<file path="src/rtl/noc_input_fifo_if.sv">
// noc_input_fifo_if: flit write/pop/credit bus between a router input port FIFO and its neighbours
//   master: upstream writer + downstream reader (drives valid_in, flit_in, read_en)
//   slave : the FIFO (drives credit_out, empty, full, flit_out, flit_id, dst_addr, err)
interface noc_input_fifo_if #(parameter int DATA_WIDTH = 32);
  logic valid_in;
  logic [DATA_WIDTH-1:0] flit_in;
  logic read_en;
  logic credit_out;
  logic empty;
  logic full;
  logic [DATA_WIDTH-1:0] flit_out;
  logic [2:0] flit_id;
  logic [3:0] dst_addr;
  logic err;
  modport master(output valid_in, flit_in, read_en,
                 input credit_out, empty, full, flit_out, flit_id, dst_addr, err);
  modport slave(input valid_in, flit_in, read_en,
                output credit_out, empty, full, flit_out, flit_id, dst_addr, err);
endinterface

</file>
<file path="src/rtl/noc_input_fifo.sv">
// noc_input_fifo: credit-flow-controlled show-ahead flit buffer feeding LBDR, with read-side packet framing check
//   clk, rst (async active-low); bus (slave): valid_in/flit_in write, read_en pop,
//   credit_out pulse per pop, empty/full, head flit_out/flit_id/dst_addr, sticky err
module noc_input_fifo #(
  parameter int DATA_WIDTH = 32,
  parameter int DEPTH = 4,
  parameter int PTR_W = 2
) (
  input logic clk,
  input logic rst,
  noc_input_fifo_if.slave bus
);
  localparam logic [2:0] HEADER = 3'b001;
  localparam logic [2:0] PAYLOAD = 3'b010;
  localparam logic [2:0] TAIL = 3'b100;
  typedef enum logic {IDLE, IN_PKT} state_t;
  state_t state, state_nxt;
  logic [DATA_WIDTH-1:0] mem [DEPTH];
  logic [PTR_W-1:0] wr_ptr, rd_ptr;
  logic [PTR_W:0] count;
  logic [3:0] dst_hold, dst_hold_nxt;
  logic rd, wr, ovf, err_nxt;
  assign bus.empty = count == '0;
  assign bus.full = count == (PTR_W+1)'(DEPTH);
  assign rd = bus.read_en & ~bus.empty;
  // a pop in the same cycle frees the slot, so a full FIFO can still accept
  assign wr = bus.valid_in & (~bus.full | rd);
  assign ovf = bus.valid_in & bus.full & ~rd;
  assign bus.flit_out = mem[rd_ptr];
  assign bus.flit_id = bus.flit_out[DATA_WIDTH-1 -: 3];
  // LBDR sees the live header address, else the one of the packet in flight
  assign bus.dst_addr = (bus.flit_id == HEADER && !bus.empty) ? bus.flit_out[3:0] : dst_hold;
  always_ff @(posedge clk)
    if (wr) mem[wr_ptr] <= bus.flit_in;
  always_ff @(posedge clk or negedge rst)
    if (!rst) begin
      wr_ptr <= '0;
      rd_ptr <= '0;
      count <= '0;
      bus.credit_out <= 1'b0;
      state <= IDLE;
      dst_hold <= '0;
      bus.err <= 1'b0;
    end else begin
      wr_ptr <= wr_ptr + PTR_W'(wr);
      rd_ptr <= rd_ptr + PTR_W'(rd);
      count <= count + (PTR_W+1)'(wr) - (PTR_W+1)'(rd);
      bus.credit_out <= rd;
      state <= state_nxt;
      dst_hold <= dst_hold_nxt;
      bus.err <= err_nxt;
    end
  always_comb begin
    state_nxt = state;
    dst_hold_nxt = dst_hold;
    err_nxt = bus.err | ovf;
    if (rd) begin
      if (bus.flit_id == HEADER) begin
        dst_hold_nxt = bus.flit_out[3:0];
        err_nxt = err_nxt | (state == IN_PKT);
        state_nxt = IN_PKT;
      end else if (bus.flit_id == PAYLOAD) begin
        err_nxt = err_nxt | (state == IDLE);
      end else if (bus.flit_id == TAIL) begin
        err_nxt = err_nxt | (state == IDLE);
        state_nxt = IDLE;
      end else begin
        err_nxt = 1'b1;
      end
    end
  end
endmodule

</file>
<file path="src/flat_wrapper.sv">
// flat-port wrapper written by rule: the top's interface ports become plain ports
module noc_input_fifo_flat 
#(
  parameter int DATA_WIDTH = 32,
  parameter int DEPTH = 4,
  parameter int PTR_W = 2
)
  (clk, rst, bus_valid_in, bus_flit_in, bus_read_en, bus_credit_out, bus_empty, bus_full, bus_flit_out, bus_flit_id, bus_dst_addr, bus_err);
  noc_input_fifo_if #(.DATA_WIDTH(DATA_WIDTH)) bus_i ();
  input logic clk;
  input logic rst;
  input wire logic [$bits(bus_i.valid_in)-1:0] bus_valid_in;
  input wire logic [$bits(bus_i.flit_in)-1:0] bus_flit_in;
  input wire logic [$bits(bus_i.read_en)-1:0] bus_read_en;
  output wire logic [$bits(bus_i.credit_out)-1:0] bus_credit_out;
  output wire logic [$bits(bus_i.empty)-1:0] bus_empty;
  output wire logic [$bits(bus_i.full)-1:0] bus_full;
  output wire logic [$bits(bus_i.flit_out)-1:0] bus_flit_out;
  output wire logic [$bits(bus_i.flit_id)-1:0] bus_flit_id;
  output wire logic [$bits(bus_i.dst_addr)-1:0] bus_dst_addr;
  output wire logic [$bits(bus_i.err)-1:0] bus_err;
  assign bus_i.valid_in = bus_valid_in;
  assign bus_i.flit_in = bus_flit_in;
  assign bus_i.read_en = bus_read_en;
  assign bus_credit_out = bus_i.credit_out;
  assign bus_empty = bus_i.empty;
  assign bus_full = bus_i.full;
  assign bus_flit_out = bus_i.flit_out;
  assign bus_flit_id = bus_i.flit_id;
  assign bus_dst_addr = bus_i.dst_addr;
  assign bus_err = bus_i.err;
  noc_input_fifo #(.DATA_WIDTH(DATA_WIDTH), .DEPTH(DEPTH), .PTR_W(PTR_W)) u_core (.clk(clk), .rst(rst), .bus(bus_i));
endmodule
</file>
<file path="config.mk">
export PLATFORM = sky130hd
export DESIGN_NAME = noc_input_fifo_flat
export DESIGN_NICKNAME = d
export VERILOG_FILES = /design/src/rtl/noc_input_fifo_if.sv /design/src/rtl/noc_input_fifo.sv /design/src/flat_wrapper.sv
export SDC_FILE = /design/constraint.sdc
export NUM_CORES = 1
export LEC_CHECK = 0
export CAP_MARGIN = 40
export CORE_MARGIN = 4
export CORE_UTILIZATION = 55
export DETAILED_ROUTE_END_ITERATION = 10
export HOLD_SLACK_MARGIN = 0.08
export PLACE_DENSITY = 0.81
export SLEW_MARGIN = 0
export SYNTH_ARGS = -nofsm -noshare
export SYNTH_HDL_FRONTEND = slang
export SYNTH_SLANG_ARGS = --single-unit
</file>
<file path="constraint.sdc">
create_clock -name clk -period 8.14 [get_ports clk]
set_input_delay 1.628 -clock clk [delete_from_list [all_inputs] [get_ports clk]]
set_output_delay 1.628 -clock clk [all_outputs]
set_load 0.05 [all_outputs]
</file>
==> flow_metrics.env, run 1 <==
export IMPL_status="complete, no violations"
export IMPL_fin_tns_setup_ns=0
export IMPL_post_cts_buffers=0
export IMPL_core_area_um2=9371
export IMPL_drv_cap=0
export IMPL_ys_ff_latch=142
export IMPL_tritoncts="done"
export IMPL_skew_ns=0.006544
export IMPL_die_h_um=106.7
export IMPL_grt_overflow=0
export IMPL_cts_buffers=17
export IMPL_synth_most_common_cell="edfxtp_1"
export IMPL_drv_slew=0
export IMPL_holdPathStages=2
export IMPL_reg2reg_from="u_core.rd_ptr[0]"
export IMPL_fp_dieW_um=106.7
export IMPL_synth_area_top_cells="edfxtp_1 (72%), mux4_2 (13%), dfrtp_1 (6.5%)"
export IMPL_min_to="u_core.bus.err"
export IMPL_cts_sinks=142
export IMPL_yosys_warnings=0
export IMPL_routabilityCongestion=0.6847
export IMPL_hp_class="reg -> reg"
export IMPL_vias_per_cell=5.566
export IMPL_yosys_most_used_dff="edfxtp_1"
export IMPL_worstSkewPairLatency_ns=0.50
export IMPL_end_kind="primary output"
export IMPL_reg2reg_slack_ns=5.69
export IMPL_period_needed_ns=5.124
export IMPL_grt_max_degree=35
export IMPL_vias=2577
export IMPL_syn_area_um2=5358
export IMPL_routed_wl_mm=9.686
export IMPL_io_pins=79
export IMPL_grt_util_met2=0.3008
export IMPL_peakVddDrop_mv=0.3294
export IMPL_use_met1=0.2434
export IMPL_dp_cells=430
export IMPL_leakage_nw=2.277
export IMPL_tightest_slew_ns=0.8712
export IMPL_path_clk_slew_ns=0.06
export IMPL_yosysTopAreaCell="edfxtp_1"
export IMPL_drc=0
export IMPL_critPathMaxStageDelay_ns=0.70
export IMPL_r2r_end="u_core.dst_hold[1]"
export IMPL_cts_buffer_depth=2
export IMPL_crit_fanout=34
export IMPL_cts_root_buf="clkbuf_8"
export IMPL_die_area_um2=11380
export IMPL_async_reset_ff_frac=0.09859
export IMPL_grt_use_total=0.1851
export IMPL_synth_edff_count=128
export IMPL_final_hold_violation_count=0
export IMPL_powerDensity_nw_per_um2=446.1
export IMPL_syn_inst=230
export IMPL_drt_pass1_iter_count=4
export IMPL_antenna_left=0
export IMPL_nets=359
export IMPL_slew_headroom=0.4192
export IMPL_hold_buffers=0
export IMPL_area_delta_synth_final_pct=27.67
export IMPL_synth_avg_cell_area_um2=23.29
export IMPL_portBuffers=78
export IMPL_setup_viol=0
export IMPL_ctsResizeCount=0
export IMPL_final_cell_count_no_fill=463
export IMPL_grt_pass1_wl_mm=15.41
export IMPL_synth_fp_nets=269
export IMPL_post_drt_wl_per_cell_um=20.92
export IMPL_start_util=0.5717
export IMPL_worst_setup_path_start_kind="flip-flop"
export IMPL_hold_start="u_core.bus.err"
export IMPL_critPathRequiredTime_ns=6.51
export IMPL_rows=35
export IMPL_crit_type="reg -> out"
export IMPL_period_share=0.6294
export IMPL_grt_pass1_vias=2759
export IMPL_grt_use_met3=0.05780
export IMPL_grt_busiest_layer="met2"
export IMPL_hpwl_mm=5.678
export IMPL_cpMaxStageDelayCell="clkdlybuf4s50_1"
export IMPL_critPathArrivalTime_ns=3.50
export IMPL_max_freq_ghz=0.1952
export IMPL_fillers=587
export IMPL_r2r_cells=5
export IMPL_drtIter0Drc=163
export IMPL_antenna_found_initial=0
export IMPL_synthTopCellsByCount="edfxtp_1 (128), mux4_2 (32), dfrtp_1 (14)"
export IMPL_drive_gt1_frac=0.2432
export IMPL_rsz0062_at_grt="no"
export IMPL_synth_top_cell_area_share=0.7174
export IMPL_h_tree_depth=4
export IMPL_crit_chain="buf_4, mux4_2, nand2b_4, nor3_4, mux2_2, clkdlybuf4s50_1"
export IMPL_synth_distinct_cells=28
export IMPL_yosysSeqAreaShare=0.7828
worst max-delay path by stage:
stage / startpoint / end / slack (ns)
floorplan: bus_read_en / u_core.mem[0][0] / 3.32
global placement: u_core.rd_ptr[0] / bus_dst_addr[3] / 3.50
detailed placement: u_core.rd_ptr[0] / bus_dst_addr[0] / 3.47
CTS: u_core.rd_ptr[0] / bus_dst_addr[0] / 2.91
global route: u_core.rd_ptr[0] / bus_dst_addr[2] / 2.78
finish: u_core.rd_ptr[0] / bus_dst_addr[0] / 3.02
cell usage in the layout, fill, tap and decap left out, drive strengths merged:
cell           synthesis  layout
clkbuf                 2      19
a21oi                  1       1
nor4b                  1       1
xnor2                  5       5
nor3b                  3       3
o31ai                  3       3
nand2                  3       3
bufinv                 0       2
nand2b                 1       1
mux2i                  1       1
buf                    9       4
and3b                  1       1
nor3                   4       4
ha                     2       2
inv                    4       4
clkdlybuf4s50          0      78
clkinv                 0       8
mux2                   8       8
mux4                  32      32
and3                   1       1
xor2                   1       1
o21ai                  2       2
fa                     1       1
diode                  0       1
nor2                   2       2
dfrtp                 14      14
nor2b                  1       1
edfxtp               128     128
clkinvlp               0       3
kinds of logic (layout without fill, tap and decap cells):
group	after synthesis	count (layout)	synth area share
muxes	41	41	0.1532
adders and majority gates	3	3	0.008407
other	0	1	0
xor gates and xnor gates	6	6	0.009808
buffers and inverters	15	118	0.01495
DFF	142	142	0.7828
and+or+nand+nor	17	17	0.02382
AOI/OAI and AO/OA	6	6	0.007005
power by group:
group | internal, W | switching (W)
clock network | 0.000431 | 0.000273
logic | 0.000486 | 0.000801
registers | 0.000970 | 0.0000915
total | 0.00189 | 0.00117
per-layer routing:
| metal | wire length [um] | up-vias |
|---|---|---|
| met1 | 3985 | 1333 |
| met4 | 80 | 0 |
| met3 | 670 | 7 |
| li1 | - | 1143 |
| met2 | 4949 | 94 |
| met5 | 0 | - |
critical path: cells and delay by family (launching register included):
family,cells,cell delay [ns]
simple gates,2,0.40
flops,1,0.33
mux,2,1.03
buf+inv,2,1.22
final cells by class:
class	count	area (um^2)	area share
well taps	129	161.4	0.02360
repair buffers	82	820.8	0.1200
clock buffers	19	421.7	0.06164
multi-input cells	73	1099	0.1606
inverters	4	15.01	0.002195
clock inverters	13	123.9	0.01811
diodes	1	2.502	0.0003658
flip-flops and latches	142	4197	0.6135
per-stage QoR:
stage / setup slack (ns) / total power (W) / utilization / cell area, um^2 / hold slack (ns)
6_report: 3.016 / 0.003052 / 0.7299 / 6840 / 0.4842
5_1_grt: 2.777 / 0.003183 / 0.7296 / 6838 / 0.5264
4_1_cts: 2.912 / 0.003086 / 0.7296 / 6838 / 0.4895
3_5_place_dp: 3.465 / 0.002366 / 0.6714 / 6292 / 0.4753
3_3_place_gp: 3.497 / 0.002340 / 0.6688 / 6267 / 0.4623
2_1_floorplan: 3.315 / 0.001985 / - / 5358 / 0.4767
sequential cells by signal, summed over array words and instances (netlist names):
name / cells
u_core.dst_hold: 4
u_core.state: 1
u_core.mem: 128
u_core.wr_ptr: 2
u_core.bus.err: 1
u_core.bus.credit_out: 1
u_core.rd_ptr: 2
u_core.count: 3
Note: power is estimated with default switching activity, not from simulation.
==> run 2, diff against run 1 <==
--- a/config.mk
+++ b/config.mk
@@ -7,10 +7,10 @@
 export LEC_CHECK = 0
 export CAP_MARGIN = 40
 export CORE_MARGIN = 4
-export CORE_UTILIZATION = 55
+export CORE_UTILIZATION = 48
 export DETAILED_ROUTE_END_ITERATION = 10
 export HOLD_SLACK_MARGIN = 0.08
-export PLACE_DENSITY = 0.81
+export PLACE_DENSITY = 0.75
 export SLEW_MARGIN = 0
 export SYNTH_ARGS = -nofsm -noshare
 export SYNTH_HDL_FRONTEND = slang
==> constraint.sdc (replaced) <==
create_clock -name clk -period 4.7 [get_ports clk]
set_input_delay 0.94 -clock clk [delete_from_list [all_inputs] [get_ports clk]]
set_output_delay 0.94 -clock clk [all_outputs]
set_load 0.05 [all_outputs]
==> run 2 against run 1 <==
Compared with the run above:
- combinational power grew 79%
- sequential power grew 69%
- wire length grew 3.0%
- global-route usage shrank 1.8 points
- clock power grew 58%
- critical path depth shrank 1
- critical endpoint is now bus_dst_addr[1]
==> flow_metrics.env, run 2 (same netlist as run 1, synthesis figures left out) <==
export IMPL_leakage_nw=2.283
export IMPL_antenna_found_initial=1
export IMPL_crit_cells=5
export IMPL_diodes=0
export IMPL_hp_class="reg -> reg"
export IMPL_drtIter0Drc=159
export IMPL_core_area_um2=10890
export IMPL_crit_chain="mux4_2, nand2b_4, nor3_4, mux2_2, clkdlybuf4s50_1"
export IMPL_vias_per_cell=5.370
export IMPL_vias=2556
export IMPL_drv_cap=0
export IMPL_crit_fanout=8
export IMPL_critPathMaxStageDelay_ns=0.70
export IMPL_ctsResizeCount=0
export IMPL_slew_headroom=0.5213
export IMPL_cts_buffer_depth=2
export IMPL_tightest_slew_ns=0.7158
export IMPL_largest_reg_flops=128
export IMPL_grt_overflow=0
export IMPL_peakVddDrop_mv=0.5802
export IMPL_hold_slack_ns=0.5088
export IMPL_worst_setup_path_start_kind="flip-flop"
export IMPL_fp_dieW_um=113.7
export IMPL_period_needed_ns=4.133
export IMPL_area_delta_synth_final_pct=28.16
export IMPL_cts_root_buf="clkbuf_8"
export IMPL_hpwl_mm=6.340
export IMPL_grt_pass1_wl_mm=15.55
export IMPL_setup_ws_ns=0.5675
export IMPL_die_area_um2=12920
export IMPL_critPathTopFamily="multiplexers"
export IMPL_cpMaxStageDelayCell="clkdlybuf4s50_1"
export IMPL_grt_use_total=0.1669
export IMPL_end_kind="primary output"
export IMPL_io_pins=79
export IMPL_postPlaceCellArea_um2=6369
export IMPL_antenna_left=0
export IMPL_reg2reg_from="u_core.rd_ptr[0]"
export IMPL_holdPathStages=1
export IMPL_drive_gt1_frac=0.2470
export IMPL_final_hold_violation_count=0
export IMPL_tritoncts="done"
export IMPL_critPathArrivalTime_ns=3.19
export IMPL_max_flop_register="u_core.mem"
export IMPL_fillers=758
export IMPL_drt_pass1_iter_count=4
export IMPL_top_regs="u_core.mem (128), u_core.dst_hold (4), u_core.count (3)"
export IMPL_drv_slew=0
export IMPL_r2r_end="u_core.dst_hold[3]"
export IMPL_grt_max_degree=33
export IMPL_period_share=0.8793
export IMPL_critPathBufInv=1
export IMPL_setup_viol=0
export IMPL_critPathRequiredTime_ns=3.76
export IMPL_h_tree_depth=4
export IMPL_skew_ns=0.008736
export IMPL_max_freq_ghz=0.2420
export IMPL_powerDensity_nw_per_um2=759.3
export IMPL_drc=0
export IMPL_rows=38
export IMPL_worstSkewPairLatency_ns=0.51
export IMPL_crit_path_end="bus_dst_addr[1]"
export IMPL_rsz0062_at_grt="no"
export IMPL_path_clk_slew_ns=0.06
export IMPL_mostFrequentLayoutCells="edfxtp_1 (128), clkdlybuf4s50_1 (78), mux4_2 (32)"
export IMPL_crit_type="reg -> out"
export IMPL_layout_commonest_cell="edfxtp_1"
export IMPL_hold_buffers=0
export IMPL_cts_buffers=17
export IMPL_status="complete, no violations"
export IMPL_die_h_um=113.7
export IMPL_place_ws_ns=1.036
export IMPL_post_cts_buffers=0
export IMPL_start_util=0.4921
export IMPL_fin_tns_setup_ns=0
export IMPL_final_area_um2=6867
export IMPL_portBuffers=78
export IMPL_grt_pass1_vias=2818
export IMPL_cts_sinks=142
export IMPL_routed_wl_mm=9.980
export IMPL_post_drt_wl_per_cell_um=20.97
export IMPL_r2r_cells=4
export IMPL_routabilityCongestion=0.7286
export IMPL_cp_startpoint="u_core.rd_ptr[0]"
export IMPL_nets=362
export IMPL_reg2reg_slack_ns=2.56
==> run 2: cell count changes in the layout (fill, tap and decap cells not counted) <==
cell / change
buf_4: +1
bufinv_16: -2
clkinv_4: +1
clkinv_1: +1
diode_2: -1
buf_16: +2
==> run 2: metal layers <==
| layer | track usage | vias up | part of all wire |
|---|---|---|---|
| met4 | 0.05529 | 2 | 0.0076 |
| li1 | - | 1144 | - |
| met5 | 0 | - | 0.0020 |
| met2 | 0.2693 | 78 | 0.51 |
| met3 | 0.05836 | 8 | 0.054 |
| met1 | 0.2136 | 1324 | 0.42 |
==> run 2: report_power, final <==
| group | internal, W | switching (W) |
|---|---|---|
| clock network | 0.000637 | 0.000477 |
| logic | 0.000868 | 0.00144 |
| registers | 0.00168 | 0.000116 |
==> run 2: final cells by class <==
class / instances / area [um^2] / share of cell area
Clock buffer: 19 / 421.7 / 0.06141
Tap cell: 140 / 175.2 / 0.02551
Clock inverter: 13 / 76.32 / 0.01112
Timing Repair Buffer: 85 / 883.3 / 0.1286
Multi-Input combinational cell: 73 / 1099 / 0.1600
Inverter: 4 / 15.01 / 0.002187
Sequential cell: 142 / 4197 / 0.6112
==> run 2: worst min path at each step <==
| stage | from | endpoint | slack [ns] |
|---|---|---|---|
| 2_1_floorplan | u_core.dst_hold[0] | u_core.dst_hold[0] | 0.48 |
| 3_3_place_gp | u_core.dst_hold[0] | u_core.dst_hold[0] | 0.49 |
| 3_5_place_dp | u_core.bus.err | u_core.bus.err | 0.49 |
| 4_1_cts | u_core.bus.err | u_core.bus.err | 0.51 |
| 5_1_grt | u_core.dst_hold[2] | u_core.dst_hold[2] | 0.52 |
| 6_report | u_core.dst_hold[1] | u_core.dst_hold[1] | 0.51 |
==> run 2: metrics by stage <==
| stage | utilization | instances | total power, W |
|---|---|---|---|
| 6_report | 0.6307 | 476 | 0.005214 |
| 5_1_grt | 0.6307 | 476 | 0.005442 |
| 4_1_cts | 0.6307 | 476 | 0.005285 |
| 3_5_place_dp | 0.5849 | 444 | 0.004156 |
| 3_3_place_gp | 0.5776 | 440 | 0.004081 |
| 2_1_floorplan | - | 230 | 0.003438 |
==> run 3, diff against run 2 <==
--- a/config.mk
+++ b/config.mk
@@ -6,7 +6,7 @@
 export NUM_CORES = 1
 export LEC_CHECK = 0
 export CAP_MARGIN = 40
-export CORE_MARGIN = 4
+export CORE_MARGIN = 2
 export CORE_UTILIZATION = 48
 export DETAILED_ROUTE_END_ITERATION = 10
 export HOLD_SLACK_MARGIN = 0.08
==> run 3 against run 2 <==
Compared with the run above:
- register-to-register slack got worse by 0.22 ns
- sequential cell count stayed put
- via count up 1.6%
- clock skew grew 0.0018 ns
- core utilization up 0.53 points
- clock power increased by 13%
- wire length is 6.7% lower
- global-route usage rose by 0.33 points
- sequential share of layout area shrank 0.51 points
- non-clock buffer count rose by 1
- maximum frequency grew 1.0%
- final cell count rose by 0.42%
- critical endpoint is now bus_dst_addr[2]
- largest cell class unchanged
==> flow_metrics.env, run 3 (same netlist as run 1, synthesis figures left out) <==
export IMPL_status="complete, no violations"
export IMPL_drv_cap=0
export IMPL_seqPwrFrac=0.337
export IMPL_place_ws_ns=1.118
export IMPL_p_clk_frac=0.234
export IMPL_routed_wl_mm=9.311
export IMPL_setup_ws_ns=0.6101
export IMPL_end_kind="primary output"
export IMPL_cts_root_buf="clkbuf_8"
export IMPL_critPathRequiredTime_ns=3.76
export IMPL_cts_buffers=17
export IMPL_hp_class="reg -> reg"
export IMPL_drv_slew=0
export IMPL_mostFrequentLayoutCells="edfxtp_1 (128), clkdlybuf4s50_1 (78), mux4_2 (32)"
export IMPL_drive_gt1_frac=0.2552
export IMPL_grt_pass1_wl_mm=14.14
export IMPL_reg2reg_from="u_core.count[2]"
export IMPL_antenna_found_initial=1
export IMPL_grt_max_degree=30
export IMPL_period_needed_ns=4.090
export IMPL_drt_pass1_iter_count=4
export IMPL_grt_use_total=0.1701
export IMPL_hold_start="u_core.bus.err"
export IMPL_vias=2596
export IMPL_fin_tns_setup_ns=0
export IMPL_crit_fanout=29
export IMPL_combPwrFrac=0.429
export IMPL_h_tree_depth=4
export IMPL_holdPathStages=2
export IMPL_power_switching_w=0.002034
export IMPL_rsz0062_at_grt="no"
export IMPL_vias_per_cell=5.431
export IMPL_largest_reg_flops=128
export IMPL_max_flop_register="u_core.mem"
export IMPL_tritoncts="done"
export IMPL_top_regs="u_core.mem (128), u_core.dst_hold (4), u_core.count (3)"
export IMPL_leakage_nw=2.302
export IMPL_p_int_w=0.003291
export IMPL_io_pins=79
export IMPL_final_hold_violation_count=0
export IMPL_area_delta_synth_final_pct=29.24
export IMPL_drc=0
export IMPL_fp_dieW_um=109.7
export IMPL_hold_buffers=0
export IMPL_antenna_left=0
export IMPL_routabilityCongestion=0.7564
export IMPL_tightest_slew_ns=0.7296
export IMPL_setup_viol=0
export IMPL_cts_buffer_depth=2
export IMPL_period_share=0.8702
export IMPL_portBuffers=78
export IMPL_grt_pass1_vias=2642
export IMPL_worst_setup_path_start_kind="flip-flop"
export IMPL_worstSkewPairLatency_ns=0.52
export IMPL_reg2reg_slack_ns=2.34
export IMPL_min_to="u_core.bus.err"
export IMPL_rows=38
export IMPL_die_area_um2=12020
export IMPL_post_cts_buffers=0
export IMPL_post_drt_wl_per_cell_um=19.48
export IMPL_grt_overflow=0
export IMPL_start_util=0.4921
export IMPL_hpwl_mm=5.781
export IMPL_critPathArrivalTime_ns=3.15
export IMPL_p_sw_frac=0.3820
export IMPL_die_h_um=109.7
export IMPL_drtIter0Drc=152
export IMPL_r2r_cells=5
export IMPL_cts_sinks=142
export IMPL_final_core_util=0.6359
export IMPL_nets=363
export IMPL_peakVddDrop_mv=0.4197
export IMPL_powerDensity_nw_per_um2=769.1
export IMPL_skew_ns=0.01059
export IMPL_crit_type="reg -> out"
export IMPL_layout_commonest_cell="edfxtp_1"
export IMPL_slew_headroom=0.5121
export IMPL_r2r_end="u_core.mem[1][6]"
export IMPL_core_area_um2=10890
export IMPL_path_clk_slew_ns=0.06
export IMPL_max_freq_ghz=0.2445
export IMPL_ctsResizeCount=0
[run 3: changes by cell type in the layout (fill, tap and decap cells not counted)]
cell / previous run / this run
bufinv_16: 0 / 2
buf_2: 1 / 0
clkinv_2: 5 / 1
diode_2: 0 / 1
clkbuf_1: 2 / 1
clkinv_4: 2 / 3
buf_16: 2 / 1
clkinv_1: 3 / 2
clkinvlp_4: 3 / 5
buf_4: 3 / 6
inv_6: 0 / 1
[run 3: stage by stage]
stage / cell area (um^2) / power, W / instances / hold slack, ns
CTS: 6922 / 0.005389 / 477 / 0.4927
global route: 6922 / 0.005554 / 477 / 0.5109
floorplan: 5358 / 0.003438 / 230 / 0.4767
detailed placement: 6359 / 0.004130 / 445 / 0.4790
global placement: 6311 / 0.004076 / 443 / 0.4731
finish: 6924 / 0.005326 / 478 / 0.4847
[run 3: final cells by class]
type                       count  area, um^2
sequential                   142        4197
multi-input combinational     73        1099
clock inverter                14       145.1
antenna                        1       2.502
fill                         746        3964
tap                          140       175.2
timing repair buffer          86       873.3
clock buffer                  18       417.9
inverter                       4       15.01
[run 3: worst max-delay path by stage]
stage	startpoint	to	slack (ns)	cells past startpoint
after CTS	u_core.rd_ptr[0]	bus_dst_addr[2]	0.55	4
final	u_core.rd_ptr[0]	bus_dst_addr[2]	0.61	4
after floorplan	bus_read_en	u_core.mem[0][0]	0.56	3
after detailed placement	u_core.rd_ptr[0]	bus_dst_addr[2]	1.12	4
after global routing	u_core.rd_ptr[0]	bus_dst_addr[2]	0.43	4
after global placement	u_core.rd_ptr[0]	bus_dst_addr[2]	1.15	4
[run 3: critical path: stages, from the launching register on]
cell and delay, ns:
dfrtp_2 0.47, buf_4 0.53, mux4_2 0.63, mux2_2 0.29, clkdlybuf4s50_1 0.70
[run 3: metal layers]
metal | GRT usage | wire length (um) | up-vias | part of all wire
met2 | 0.2632 | 4624 | 74 | 0.50
met1 | 0.2190 | 4030 | 1362 | 0.43
met3 | 0.06343 | 533 | 13 | 0.057
li1 | - | - | 1147 | -
met5 | 0 | 0 | - | 0
met4 | 0.07052 | 123 | 0 | 0.013
[run 3: power by group through the flow]
stage               Sequential, W  Combinational, W  Clock (W)
floorplan                 0.00178           0.00166          0
global placement          0.00180           0.00227          0
detailed placement        0.00182           0.00231          0
CTS                       0.00180           0.00232    0.00127
global route              0.00182           0.00240    0.00133
finish                    0.00179           0.00228    0.00125
